## src/rtl/kyber_pkg.sv

```systemverilog
// Shared types and helpers for the Baby-Kyber key generator.
// mod_canon maps any signed integer onto the canonical residue range [0, q-1].
package kyber_pkg;

  typedef enum logic [1:0] {
    IDLE    = 2'd0,
    LOAD    = 2'd1,
    COMPUTE = 2'd2,
    EMIT    = 2'd3
  } state_e;

  function automatic int mod_canon(input int x, input int q);
    int r;
    r = x % q;
    if (r < 0) r = r + q;
    return r;
  endfunction

endpackage

```

## src/rtl/modq_mac.sv

```systemverilog
// Combinational modular multiply-accumulate: o_acc = (i_acc +/- i_a*i_b) mod Q.
// Inputs are canonical, so the sum of accumulator and reduced term is below 2Q.
module modq_mac #(
  parameter int Q  = 17,
  parameter int QW = $clog2(Q)
) (
  input  logic [QW-1:0] i_acc,
  input  logic [QW-1:0] i_a,
  input  logic [QW-1:0] i_b,
  input  logic          i_neg,
  output logic [QW-1:0] o_acc
);

  localparam int PW = 2 * QW;

  logic [PW-1:0] w_prod;
  logic [PW-1:0] w_red;
  logic [PW-1:0] w_term;
  logic [PW-1:0] w_sum;
  logic [PW-1:0] w_fin;

  always_comb begin
    w_prod = PW'(i_a) * PW'(i_b);
    w_red  = w_prod % PW'(Q);
    // (Q - p) mod Q: a zero product must stay zero rather than become Q
    if (i_neg && (w_red != '0)) w_term = PW'(Q) - w_red;
    else                        w_term = w_red;
    w_sum = PW'(i_acc) + w_term;
    if (w_sum >= PW'(Q)) w_fin = w_sum - PW'(Q);
    else                 w_fin = w_sum;
    o_acc = QW'(w_fin);
  end

endmodule

```

## src/rtl/kyber_keygen_seq.sv

```systemverilog
// Sequential Baby-Kyber key generator: t = A*s + e mod (Q, x^N+1) with K x K modules.
// Loads s, A, e from a sample stream, runs one shared MAC per cycle, then streams t and s.
module kyber_keygen_seq
  import kyber_pkg::*;
#(
  parameter int N  = 4,
  parameter int K  = 2,
  parameter int Q  = 17,
  parameter int IW = 8,
  localparam int QW = $clog2(Q)
) (
  input  logic                 clk,
  input  logic                 rst_n,
  input  logic                 start,
  input  logic                 clear,
  output logic                 busy,
  output logic                 done,
  input  logic                 in_valid,
  output logic                 in_ready,
  input  logic signed [IW-1:0] in_data,
  output logic                 out_valid,
  input  logic                 out_ready,
  output logic [QW-1:0]        out_data,
  output logic                 out_is_sk,
  output logic                 out_last
);

  localparam int KN     = K * N;
  localparam int KKN    = K * K * N;
  localparam int NB_IN  = KN * (K + 2);
  localparam int NB_OUT = 2 * KN;
  localparam int BW     = $clog2(NB_IN);
  localparam int NW     = $clog2(N);
  localparam int KW     = (K > 1) ? $clog2(K) : 1;
  localparam int SW     = $clog2(KN);
  localparam int AW     = $clog2(KKN);

  state_e r_state;
  state_e w_state_nx;

  logic [BW-1:0] r_beat;
  logic [KW-1:0] r_i;
  logic [KW-1:0] r_j;
  logic [NW-1:0] r_k;
  logic [NW-1:0] r_m;
  logic [QW-1:0] r_acc;
  logic          r_done;

  logic [QW-1:0] r_s [KN];
  logic [QW-1:0] r_a [KKN];
  logic [QW-1:0] r_e [KN];
  logic [QW-1:0] r_t [KN];

  logic          w_in_fire;
  logic          w_out_fire;
  logic          w_last_in;
  logic          w_last_term;
  logic          w_last_mac;
  logic          w_out_last;
  logic          w_out_sk;
  logic [QW-1:0] w_in_canon;
  logic [SW-1:0] w_s_widx;
  logic [AW-1:0] w_a_widx;
  logic [SW-1:0] w_e_widx;
  logic [AW-1:0] w_a_ridx;
  logic [NW-1:0] w_km;
  logic [SW-1:0] w_s_ridx;
  logic [SW-1:0] w_t_idx;
  logic [SW-1:0] w_o_idx;
  logic          w_neg;
  logic [QW-1:0] w_mac_acc;
  logic [QW-1:0] w_mac_a;
  logic [QW-1:0] w_mac_b;
  logic [QW-1:0] w_mac_out;

  // Handshake: a beat moves on a clock edge where valid && ready are both high;
  // the producer holds valid and data steady until that edge, ready may change freely.
  assign w_in_fire  = in_valid && (r_state == LOAD);
  assign w_out_fire = out_ready && (r_state == EMIT);
  assign w_last_in  = (r_beat == BW'(NB_IN - 1));
  assign w_out_last = (r_state == EMIT) && (r_beat == BW'(NB_OUT - 1));
  assign w_out_sk   = (r_beat >= BW'(KN));

  assign w_in_canon = QW'(mod_canon(int'(in_data), Q));
  assign w_s_widx   = SW'(r_beat);
  assign w_a_widx   = AW'(r_beat - BW'(KN));
  assign w_e_widx   = SW'(r_beat - BW'(KN + KKN));
  assign w_o_idx    = w_out_sk ? SW'(r_beat - BW'(KN)) : SW'(r_beat);

  // N is a power of two, so NW-bit wraparound of k-m is exactly (k-m) mod N
  assign w_km        = r_k - r_m;
  assign w_neg       = (r_k < r_m);
  assign w_a_ridx    = AW'((int'(r_i) * K + int'(r_j)) * N + int'(r_m));
  assign w_s_ridx    = SW'(int'(r_j) * N + int'(w_km));
  assign w_t_idx     = SW'(int'(r_i) * N + int'(r_k));
  assign w_last_term = (r_j == KW'(K - 1)) && (r_m == NW'(N - 1));
  assign w_last_mac  = w_last_term && (r_i == KW'(K - 1)) && (r_k == NW'(N - 1));

  assign w_mac_acc = ((r_j == '0) && (r_m == '0)) ? r_e[w_t_idx] : r_acc;
  assign w_mac_a   = r_a[w_a_ridx];
  assign w_mac_b   = r_s[w_s_ridx];

  modq_mac #(.Q(Q), .QW(QW)) u_mac (
    .i_acc (w_mac_acc),
    .i_a   (w_mac_a),
    .i_b   (w_mac_b),
    .i_neg (w_neg),
    .o_acc (w_mac_out)
  );

  always_ff @(posedge clk or negedge rst_n) begin
    if (!rst_n) r_state <= IDLE;
    else        r_state <= w_state_nx;
  end

  always_comb begin
    w_state_nx = r_state;
    busy       = 1'b0;
    in_ready   = 1'b0;
    out_valid  = 1'b0;
    case (r_state)
      IDLE: begin
        if (start) w_state_nx = LOAD;
      end
      LOAD: begin
        busy     = 1'b1;
        in_ready = 1'b1;
        if (w_in_fire && w_last_in) w_state_nx = COMPUTE;
      end
      COMPUTE: begin
        busy = 1'b1;
        if (w_last_mac) w_state_nx = EMIT;
      end
      EMIT: begin
        busy      = 1'b1;
        out_valid = 1'b1;
        if (w_out_fire && w_out_last) w_state_nx = IDLE;
      end
      default: w_state_nx = IDLE;
    endcase
    if (clear) w_state_nx = IDLE;
  end

  always_ff @(posedge clk or negedge rst_n) begin
    if (!rst_n) begin
      r_beat <= '0;
      r_i    <= '0;
      r_j    <= '0;
      r_k    <= '0;
      r_m    <= '0;
      r_acc  <= '0;
      r_done <= 1'b0;
    end else begin
      r_done <= w_out_fire && w_out_last && !clear;
      if (clear || (r_state == IDLE)) begin
        r_beat <= '0;
        r_i    <= '0;
        r_j    <= '0;
        r_k    <= '0;
        r_m    <= '0;
      end else if (r_state == LOAD) begin
        if (w_in_fire) r_beat <= w_last_in ? '0 : r_beat + BW'(1);
      end else if (r_state == COMPUTE) begin
        r_acc <= w_mac_out;
        if (r_m == NW'(N - 1)) begin
          r_m <= '0;
          if (r_j == KW'(K - 1)) begin
            r_j <= '0;
            if (r_k == NW'(N - 1)) begin
              r_k <= '0;
              r_i <= (r_i == KW'(K - 1)) ? '0 : r_i + KW'(1);
            end else begin
              r_k <= r_k + NW'(1);
            end
          end else begin
            r_j <= r_j + KW'(1);
          end
        end else begin
          r_m <= r_m + NW'(1);
        end
      end else begin
        if (w_out_fire) r_beat <= w_out_last ? '0 : r_beat + BW'(1);
      end
    end
  end

  // Coefficient storage carries no reset; every word is rewritten before it is read
  always_ff @(posedge clk) begin
    if (w_in_fire) begin
      if (r_beat < BW'(KN))             r_s[w_s_widx] <= w_in_canon;
      else if (r_beat < BW'(KN + KKN))  r_a[w_a_widx] <= w_in_canon;
      else                              r_e[w_e_widx] <= w_in_canon;
    end
    if ((r_state == COMPUTE) && w_last_term) r_t[w_t_idx] <= w_mac_out;
  end

  assign done      = r_done;
  assign out_last  = w_out_last;
  assign out_is_sk = out_valid && w_out_sk;
  assign out_data  = out_valid ? (w_out_sk ? r_s[w_o_idx] : r_t[w_o_idx]) : '0;

endmodule

```

## config.mk

```make
export PLATFORM = sky130hd
export DESIGN_NAME = kyber_keygen_seq
export DESIGN_NICKNAME = d
export VERILOG_FILES = /design/src/rtl/kyber_pkg.sv /design/src/rtl/modq_mac.sv /design/src/rtl/kyber_keygen_seq.sv
export SDC_FILE = /design/constraint.sdc
export NUM_CORES = 1
export LEC_CHECK = 0
export CAP_MARGIN = 20
export CELL_PAD_IN_SITES_DETAIL_PLACEMENT = 0
export CELL_PAD_IN_SITES_GLOBAL_PLACEMENT = 2
export CORE_UTILIZATION = 40
export DETAILED_ROUTE_END_ITERATION = 8
export MAX_ROUTING_LAYER = met4
export PLACE_DENSITY_LB_ADDON = 0.1
export SLEW_MARGIN = 10
export SYNTH_ARGS = -nofsm -noshare
export SYNTH_HDL_FRONTEND = slang
export SYNTH_HIERARCHICAL = 1
export SYNTH_SLANG_ARGS = --single-unit
```

## constraint.sdc

```tcl
create_clock -name clk -period 13.63 [get_ports clk]
set_clock_uncertainty 0.05 [all_clocks]
set_input_delay 2.726 -clock clk [delete_from_list [all_inputs] [get_ports clk]]
set_output_delay 2.726 -clock clk [all_outputs]
set_load 0.05 [all_outputs]
```

Yosys cells after proc, flatten, opt, wreduce, memory -nomap -nowiden
Memory sizes are Yosys's and may differ from the RTL's.
Index checks and enable logic that the tools add are counted.
{"block": "classes", "addsub": 16, "n_mul": 1, "div_mod_pow": 2, "magnitude_cmp": 6, "eq_ne": 14, "n_mux": 58, "n_bitwise": 3, "n_reduce_logical": 31}
{"operator": "$mux W5", "count": 12}
{"operator": "$lt A32 B1 Y1 const B", "count": 1}
{"operator": "$mod A32 B6 Y32 const B", "count": 1}
{"operator": "$mux W2", "count": 15}
{"operator": "$mux W1", "count": 28}
{"operator": "$logic_and A1 B1 Y1", "count": 13}
{"operator": "$add A5 B10 Y10", "count": 1}
{"operator": "$ge A10 B5 Y1 const B", "count": 1}
{"operator": "$mod A10 B5 Y10 const B", "count": 1}
{"operator": "$mul A5 B5 Y10", "count": 1}
{"operator": "$mux W10", "count": 1}
{"operator": "$reduce_bool A10 Y1", "count": 1}
{"operator": "$sub A5 B10 Y10 const A", "count": 1}
{"operator": "$ne A3 B2 Y1 const B", "count": 3}
{"operator": "$ne A3 B3 Y1 const B", "count": 3}
{"operator": "$reduce_and A3 Y1", "count": 3}
{"operator": "$eq A2 B2 Y1 const B", "count": 4}
{"operator": "$pmux W2 S4", "count": 1}
{"operator": "$reduce_and A4 Y1", "count": 2}
{"operator": "$reduce_bool A2 Y1", "count": 4}
{"operator": "$add A3 B2 Y3", "count": 2}
{"operator": "$add A5 B1 Y5 const B", "count": 1}
{"operator": "$add A5 B5 Y5 const B", "count": 1}
{"operator": "$eq A5 B4 Y1 const B", "count": 1}
{"operator": "24 further kinds", "count": 29}
{"block": "totals", "ff_bits": 19, "mem_bits_rw": 200, "inputBits": 14, "output_inout_bits": 11, "n_memories": 4}
{"memory": "r_a", "words": 16, "width": 5, "rd": 1, "rd_clocked_by_memory_dff": 0, "wr": 1, "line_no": "kyber_keygen_seq.sv:50", "text": "logic [QW-1:0] r_a [KKN];"}
{"memory": "r_e", "words": 8, "width": 5, "rd": 1, "rd_clocked_by_memory_dff": 0, "wr": 1, "line_no": "kyber_keygen_seq.sv:51", "text": "logic [QW-1:0] r_e [KN];"}
{"memory": "r_s", "words": 8, "width": 5, "rd": 2, "rd_clocked_by_memory_dff": 0, "wr": 1, "line_no": "kyber_keygen_seq.sv:49", "text": "logic [QW-1:0] r_s [KN];"}
{"memory": "r_t", "words": 8, "width": 5, "rd": 1, "rd_clocked_by_memory_dff": 0, "wr": 1, "line_no": "kyber_keygen_seq.sv:52", "text": "logic [QW-1:0] r_t [KN];"}

Depth between registers and ports, before layout
Gate-level depths: netlist (run 1).
An unclocked memory read counts as a cell.
{"block": "logic_depth", "depth_word": 11, "depth_mapped": 55}

By module
The synthesis (run 1) kept the hierarchy.
{"mod": "kyber_keygen_seq", "instances": 1, "cells_per_inst": 781, "area_per_inst_um2": 10852.9, "seq_area_each_um2": 6481.2}
{"mod": "modq_mac", "instances": 1, "cells_per_inst": 413, "area_per_inst_um2": 3123.0, "seq_area_each_um2": 0.0}

Worst setup path before layout (run 1)
OpenSTA, ideal clock, no wires.
{"block": "synth_path", "path_type": "flip-flop to flip-flop", "from": "register r_m[1]", "to": "register r_acc[1]", "setup_time_ps": 125, "arrival_ps": 13411, "required_time_ps": 13455, "setup_slack_ps": 44, "path_stages_with_launch": 52, "path_buffers": 4, "synth_period_minus_slack_ps": 13586, "cell_sequence": "dfrtp_1 -> buf_1 -> inv_1 -> fa_1 -> clkbuf_1 -> mux4_2 -> mux2_2 -> nand2_1 -> fa_1 -> fa_1 -> fa_1 -> inv_1 -> ha_1 -> clkbuf_1 -> nor2b_1 -> o22a_1 -> xor2_1 -> a21o_1 -> (+16 left out) -> a211oi_4 -> and3_1 -> a31oi_1 -> nand2b_1 -> nor4b_1 -> a41o_1 -> xnor2_1 -> ha_1 -> fa_1 -> a21o_1 -> a21oi_1 -> nor2b_1 -> o21ai_1 -> nor4_1 -> o31ai_2 -> nor2_2 -> mux2_4 -> mux2_2"}
{"block": "synth_between", "elab_chain_len": 11, "word_cells_on_any_way": 19}
{"item": "start: declaration", "line_no": "kyber_keygen_seq.sv:45", "text": "logic [NW-1:0] r_m;"}
{"item": "start signal: assignment", "line_no": "kyber_keygen_seq.sv:179", "text": "r_m <= r_m + NW'(1);"}
{"item": "$sub A2 B2 Y2 (*)", "line_no": "kyber_keygen_seq.sv:91", "text": "assign w_km = r_k - r_m;"}
{"item": "$add A3 B2 Y3 (*)", "line_no": "kyber_keygen_seq.sv:94", "text": "assign w_s_ridx = SW'(int'(r_j) * N + int'(w_km));"}
{"item": "$mem_v2 Z8 W5 (*)"}
{"item": "via w_mac_b[3]", "line_no": "kyber_keygen_seq.sv:73", "text": "logic [QW-1:0] w_mac_b;"}
{"item": "$mul A5 B5 Y10 (*)", "line_no": "modq_mac.sv:23", "text": "w_prod = PW'(i_a) * PW'(i_b);"}
{"item": "$mod A10 B5 Y10 (*)", "line_no": "modq_mac.sv:24", "text": "w_red = w_prod % PW'(Q);"}
{"item": "branches (longest 2 deep; another with $sub A5 B10 Y10)"}
{"item": "$mux W10 (*)", "line_no": "modq_mac.sv:26", "text": "if (i_neg && (w_red != '0)) w_term = PW'(Q) - w_red;"}
{"item": "$add A5 B10 Y10 (*)", "line_no": "modq_mac.sv:28", "text": "w_sum = PW'(i_acc) + w_term;"}
{"item": "$ge A10 B5 Y1 or $sub A5 B5 Y5 (tied branches)", "line_no": "modq_mac.sv:29", "text": "if (w_sum >= PW'(Q)) w_fin = w_sum - PW'(Q);"}
{"item": "$mux W5 (*)", "line_no": "modq_mac.sv:29"}
{"item": "via w_mac_out[1]", "line_no": "kyber_keygen_seq.sv:74", "text": "logic [QW-1:0] w_mac_out;"}
{"item": "end signal: assignment", "line_no": "kyber_keygen_seq.sv:164", "text": "r_acc <= w_mac_out;"}
{"item": "end: declaration", "line_no": "kyber_keygen_seq.sv:46", "text": "logic [QW-1:0] r_acc;"}
Mark *: on every way through the listed nets, which the timed path passes.
A chain may end at the register's enable or synchronous reset.

Worst setup path after layout (run 1)
{"block": "layout_path", "from": "register r_k[0]", "to": "register r_acc[1]"}
{"block": "layout_between", "elab_chain_len": 11, "word_cells_on_any_way": 17}
{"item": "start: declaration", "line_no": "kyber_keygen_seq.sv:44", "text": "logic [NW-1:0] r_k;"}
{"item": "start signal: assignment", "line_no": "kyber_keygen_seq.sv:173", "text": "r_k <= r_k + NW'(1);"}
{"item": "$sub A2 B2 Y2 (*)", "line_no": "kyber_keygen_seq.sv:91"}
{"item": "$add A3 B2 Y3 (*)", "line_no": "kyber_keygen_seq.sv:94"}
{"item": "$mem_v2 Z8 W5 (*)"}
{"item": "via w_mac_b[3]", "line_no": "kyber_keygen_seq.sv:73"}
{"item": "$mul A5 B5 Y10 (*)", "line_no": "modq_mac.sv:23"}
{"item": "$mod A10 B5 Y10 (*)", "line_no": "modq_mac.sv:24"}
{"item": "branches (longest 2 deep; another with $sub A5 B10 Y10)"}
{"item": "$mux W10 (*)", "line_no": "modq_mac.sv:26"}
{"item": "$add A5 B10 Y10 (*)", "line_no": "modq_mac.sv:28"}
{"item": "$ge A10 B5 Y1 or $sub A5 B5 Y5 (tied branches)", "line_no": "modq_mac.sv:29"}
{"item": "$mux W5 (*)", "line_no": "modq_mac.sv:29"}
{"item": "via w_mac_out[1]", "line_no": "kyber_keygen_seq.sv:74"}
Marks and branches as above.

==> results of run 1 <==
-- area by class of cell --
type	instances	area, sq um	share of cell area
clock buffers	34	667	0.0424
clock inverters	8	52.6	0.00334
inverters	49	184	0.0117
multi-input cells	874	7200	0.458
flip-flops and latches	219	6480	0.412
well taps	455	569	0.0362
repair buffers	68	571	0.0363
-- cells by family after synthesis --
| family | share of synthesized area |
|---|---|
| and+or+nand+nor | 0.142 |
| xor gates and xnor gates | 0.0301 |
| buffers and inverters | 0.0307 |
| adders and majority gates | 0.0650 |
| DFF | 0.464 |
| muxes | 0.111 |
| AOI/OAI and AO/OA | 0.157 |
-- metal layers --
metal,GRT usage,up-vias,share of wire
met5,-,-,0
met4,0.0388,0,0.014
met3,0.0206,41,0.038
met2,0.322,231,0.45
met1,0.318,5043,0.50
li1,-,4744,-
-- flip-flops by register name (all words and copies together) (netlist names), 2 cells and up --
| name | cells |
|---|---|
| r_a | 80 |
| r_state | 2 |
| r_e | 40 |
| r_m | 2 |
| r_acc | 5 |
| r_k | 2 |
| r_beat | 5 |
| r_t | 40 |
| r_s | 40 |
-- layout by cell type, fill, tap and decap left out, types with 28 or more instances in the layout --
cell and n:
edfxtp_1 200, nor2_1 95, nand2_1 76, ha_1 52, a21oi_1 48, inv_1 44, buf_4 44, mux4_2 41
o21ai_0 37, mux2_2 28, nor3_1 28
-- through the flow --
stage | worst slack, ns | hold WS (ns) | instance area, sq um
3_3_place_gp | -0.0226 | 0.445 | 14900
2_1_floorplan | 0.0444 | 0.431 | 14000
4_1_cts | 0.0289 | 0.465 | 15600
6_report | 0.733 | 0.460 | 15700
3_5_place_dp | -0.291 | 0.447 | 14900
5_1_grt | -0.0180 | 0.489 | 15700
-- what timing repair did --
item                       in CTS  in global routing
gates cloned                    0                  0
hold endpoints to repair        0                  0
pin swaps                       1                  7
resized for setup               5                 15
hold buffers                    0                  0
buffers inserted                1                  5
setup endpoints to repair      45                 45
-- path summary, 6_finish.rpt --
path                            endpoint
worst min-delay path            r_acc[3]
worst max-delay path            r_acc[1]
worst min register to register  r_acc[3]
max in group asynchronous       r_acc[0]
worst max register to register  r_acc[1]
min in group asynchronous         r_k[0]
-- synthesized netlist by cell type, types with 7 or more instances --
library cell / n
a211oi_1: 12
a21o_1: 12
a21oi_1: 48
a221oi_1: 13
a22oi_1: 12
a31oi_1: 13
and2_1: 24
and3_1: 16
buf_1: 8
clkbuf_1: 34
dfrtp_1: 19
edfxtp_1: 200
fa_1: 11
ha_1: 55
inv_1: 44
mux2_2: 28
mux2i_1: 24
mux4_2: 41
nand2_1: 76
nand2b_1: 18
nand3_1: 24
nand4_1: 12
nor2_1: 96
nor2b_1: 12
nor3_1: 29
nor4_1: 11
o211ai_1: 12
o21a_1: 7
o21ai_0: 39
o21ai_1: 7
o22ai_1: 7
o31ai_1: 10
or2_2: 7
or3_1: 7
xnor2_1: 29
xor2_1: 19
-- worst max-delay path, delay by kind of cell (launching register included) --
kind / cells / cell delay [ns]
xor+xnor: 2 / 0.39
fa+ha+maj: 10 / 3.85
compound gates: 18 / 4.39
mux: 4 / 1.49
flops: 1 / 0.38
buf+inv: 5 / 0.50
simple gates: 9 / 1.71
==> flow_summary.yaml, run 1 <==
floorplanning:
  dieArea_sq_mm: 0.0357
  core_sq_mm: 0.0345
  start_util: 0.406
  die_w_um: 189
  ios: 25
  die_height_um: 189
  std_cell_rows: 68
global_routing:
  grt_pass1_wl_mm: 57.8
  grt_start_max_net_pins: 46
  grt_usage: 0.215
  grt_pass1_vias: 9868
  overflow: 0
  antenna_found_initial: 0
cells_and_area:
  drive_above_1_share: 0.173
  post-route-util: 0.456
  final_cells: 1707
  syn2layout_area_growth_pct: 12.5
  fin_nets: 1315
  fillCellCount: 3163
  diodes: 0
routing:
  first_pass_iters: 6
  via_per_inst: 5.89
  drtAntennaViolNets: 0
  vias: 10100
  drc: 0
  drt-total-wl_mm: 36.8
  avgRoutedWirePerCell_um: 21.6
  drt_iter0_drc: 671
worst_setup_path:
  r2r_slack_ns: 0.73
  critPathLaunch: "r_k[0]"
  crit_path_max_incr_delay_ns: 0.67
  slowest_stage: "fa_2"
  crit_type: "reg -> reg"
  reg2reg_from: "r_k[0]"
  r2r_cells: 48
  critPathRequiredTime_ns: 14.00
  startpoint_type: "register"
  worst-path-max-fanout: 9
  crit_top_cell: "fa_1"
  end_kind: "register"
  critPathArrivalTime_ns: 13.27
clock_tree:
  cts-root-buf: "clkbuf_16"
  cts_num_sinks: 219
  path_clk_slew_ns: 0.07
  clkLatencyLatePin_ns: 0.53
  cts_buffers: 23
  clock_path_buffers: 3
  htree_levels: 1
  cts_tree: "built"
synth:
  synth-seq-cells: 219
  synth_top_area_share: 0.430
  syn_area_sq_mm: 0.0140
  synth_fp_nets: 1274
  yosysTopAreaCell: "edfxtp_1"
  async_flop_share: 0.0868
  synthDistinctLibCells: 109
  ys_warn_count: 6
  synth-edff-count: 200
  synth_area_leaders: "edfxtp_1 43%, mux4_2 6.6%, ha_1 4.9%"
  syn_inst: 1194
  syn_avg_cell_area_sq_um: 11.7
  synthFlopType: "edfxtp_1"
  ys_seq_area_frac: 0.464
sta:
  drv_slew: 0
  worst_pin_slew_ns: 1.01
  finalCritPeriodShare: 0.946
  relSlewSlack: 0.307
  finalSetupTns_ns: 0
  finalCriticalPeriod_ns: 12.90
  finalSetupViolCount: 0
  hold_violations: 0
  max_freq_mhz: 77.5
worst_hold_path:
  worstHoldStart: "r_acc[3]"
  hold_class: "reg -> reg"
  hold_depth: 1
placed_design:
  dp.cells: 1659
  globalplace.congestion: 0.870
  io_buffers: 24
  hpwlAfterDp_mm: 26.8
status:
  status: "finished, final reports clean"
flow_run:
  cap_violations: 0
Power of run 1 is left out: the tool's default activity adds up to more than one toggle a clock period on the data nets, which glitch-free logic cannot reach.
==> run 2, diff against run 1 <==
--- a/config.mk
+++ b/config.mk
@@ -9,6 +9,7 @@
 export CELL_PAD_IN_SITES_DETAIL_PLACEMENT = 0
 export CELL_PAD_IN_SITES_GLOBAL_PLACEMENT = 2
 export CORE_UTILIZATION = 40
+export CTS_CLUSTER_DIAMETER = 40
 export DETAILED_ROUTE_END_ITERATION = 8
 export MAX_ROUTING_LAYER = met4
 export PLACE_DENSITY_LB_ADDON = 0.1
==> flow_summary.yaml, run 2 (synthesis gave the netlist of run 1 again) <==
worst_setup_path:
  critPathArrivalTime_ns: 13.30
  critPathRequiredTime_ns: 14.00
  crit_top_cell: "fa_1"
  startpoint_type: "register"
  worst-path-max-fanout: 9
  crit_path_max_incr_delay_ns: 0.67
  slowest_stage: "fa_2"
  end_kind: "register"
  crit_type: "reg -> reg"
cells_and_area:
  layout_common_cells: "200 x edfxtp_1, 95 x nor2_1, 76 x nand2_1"
  fillCellCount: 3143
  multi_input_area_sq_mm: 0.00720
  largest_register_ff_count: 80
  regArea_sq_mm: 0.00648
  final_cells: 1722
  fin_nets: 1323
  syn2layout_area_growth_pct: 14.6
  regMostFlops: "r_a"
  layout_commonest_cell: "edfxtp_1"
  drive_above_1_share: 0.186
  diodes: 0
sta:
  drv_slew: 0
  worst_pin_slew_ns: 0.999
  finalSetupViolCount: 0
  finalCriticalPeriod_ns: 12.93
  hold_violations: 0
  finalCritPeriodShare: 0.948
  max_freq_mhz: 77.4
  relSlewSlack: 0.317
global_routing:
  grt_usage: 0.216
  grt_start_max_net_pins: 46
  antenna_found_initial: 0
  grt_pass1_wl_mm: 58.0
  grt_pass1_vias: 9922
  overflow: 0
flow_run:
  cap_violations: 0
routing:
  drtAntennaViolNets: 0
  drc: 0
  via_per_inst: 5.83
  vias: 10000
  first_pass_iters: 5
  drt-total-wl_mm: 37.0
  drt_iter0_drc: 690
  avgRoutedWirePerCell_um: 21.5
floorplanning:
  dieArea_sq_mm: 0.0357
  ios: 25
  core_sq_mm: 0.0345
  die_w_um: 189
  die_height_um: 189
  std_cell_rows: 68
  start_util: 0.406
placed_design:
  io_buffers: 24
  hpwlAfterDp_mm: 26.8
  globalplace.congestion: 0.870
  dp.cells: 1659
clock_tree:
  cts_tree: "built"
  clock_path_buffers: 3
  cts_num_sinks: 219
  cts-root-buf: "clkbuf_16"
  path_clk_slew_ns: 0.06
  clkLatencyLatePin_ns: 0.56
  htree_levels: 1
  cts_buffers: 30
worst_hold_path:
  hold_class: "reg -> reg"
status:
  status: "finished, final reports clean"
run 2: cell count changes in the layout (fill, tap and decap cells not counted), sizes merged:
cell / before / now
clkinv: 9 / 12
buf: 44 / 45
clkbuf: 34 / 36
inv: 47 / 53
clkinvlp: 1 / 3
bufinv: 0 / 1
run 2: path summary, 6_finish.rpt:
check,slack [ns],end,from,cells past startpoint
worst max-delay path,0.70,r_acc[1],r_k[0],48
worst min-delay path,0.46,r_acc[1],r_acc[1],1
worst max register to register,0.70,r_acc[1],r_k[0],48
worst min register to register,0.46,r_acc[1],r_acc[1],1
max in group asynchronous,10.73,r_acc[3],rst_n,2
min in group asynchronous,2.50,done,rst_n,2
run 2: layout make-up:
type / count / share of cell area
Multi-Input combinational cell: 874 / 0.449
Sequential cell: 219 / 0.405
Clock buffer: 36 / 0.0495
Timing Repair Buffer: 69 / 0.0361
Tap cell: 455 / 0.0356
Clock inverter: 20 / 0.0131
Inverter: 49 / 0.0115
run 2: stage by stage:
stage / setup TNS (ns) / hold WS, ns / setup WS (ns) / utilization / cell area [sq um]
floorplan: 0 / 0.431 / 0.0444 / - / 14000
global placement: -0.0466 / 0.445 / -0.0226 / 0.431 / 14900
detailed placement: -7.14 / 0.447 / -0.291 / 0.431 / 14900
CTS: 0 / 0.462 / 0.0174 / 0.462 / 15900
global route: -0.0198 / 0.488 / -0.0198 / 0.465 / 16000
finish: 0 / 0.458 / 0.702 / 0.465 / 16000
run 2: routing by layer:
metal / GRT usage / up-vias / routed length (um)
met2: 0.320 / 223 / 16500
met4: 0.0440 / 0 / 624
met3: 0.0252 / 53 / 1380
met5: - / - / 0
met1: 0.317 / 5004 / 18500
li1: - / 4761 / -
run 2: what timing repair did:
item / CTS / global route
buffers inserted: 1 / 6
setup endpoints to repair: 45 / 45
hold buffers: 0 / 0
pin swaps: 1 / 8
cloned: 0 / 0
resized for setup: 5 / 15
run 2: critical path, delay by kind of cell (launching register included):
family / cells / cell delay, ns
adder cells (fa/ha/maj): 10 / 3.84
multiplexers: 4 / 1.50
flip-flops: 1 / 0.38
XOR/XNOR: 2 / 0.39
AO/OA/AOI/OAI: 18 / 4.39
buffers and inverters: 5 / 0.50
AND/OR/NAND/NOR: 9 / 1.71
Power of run 2 is left out for the same reason.
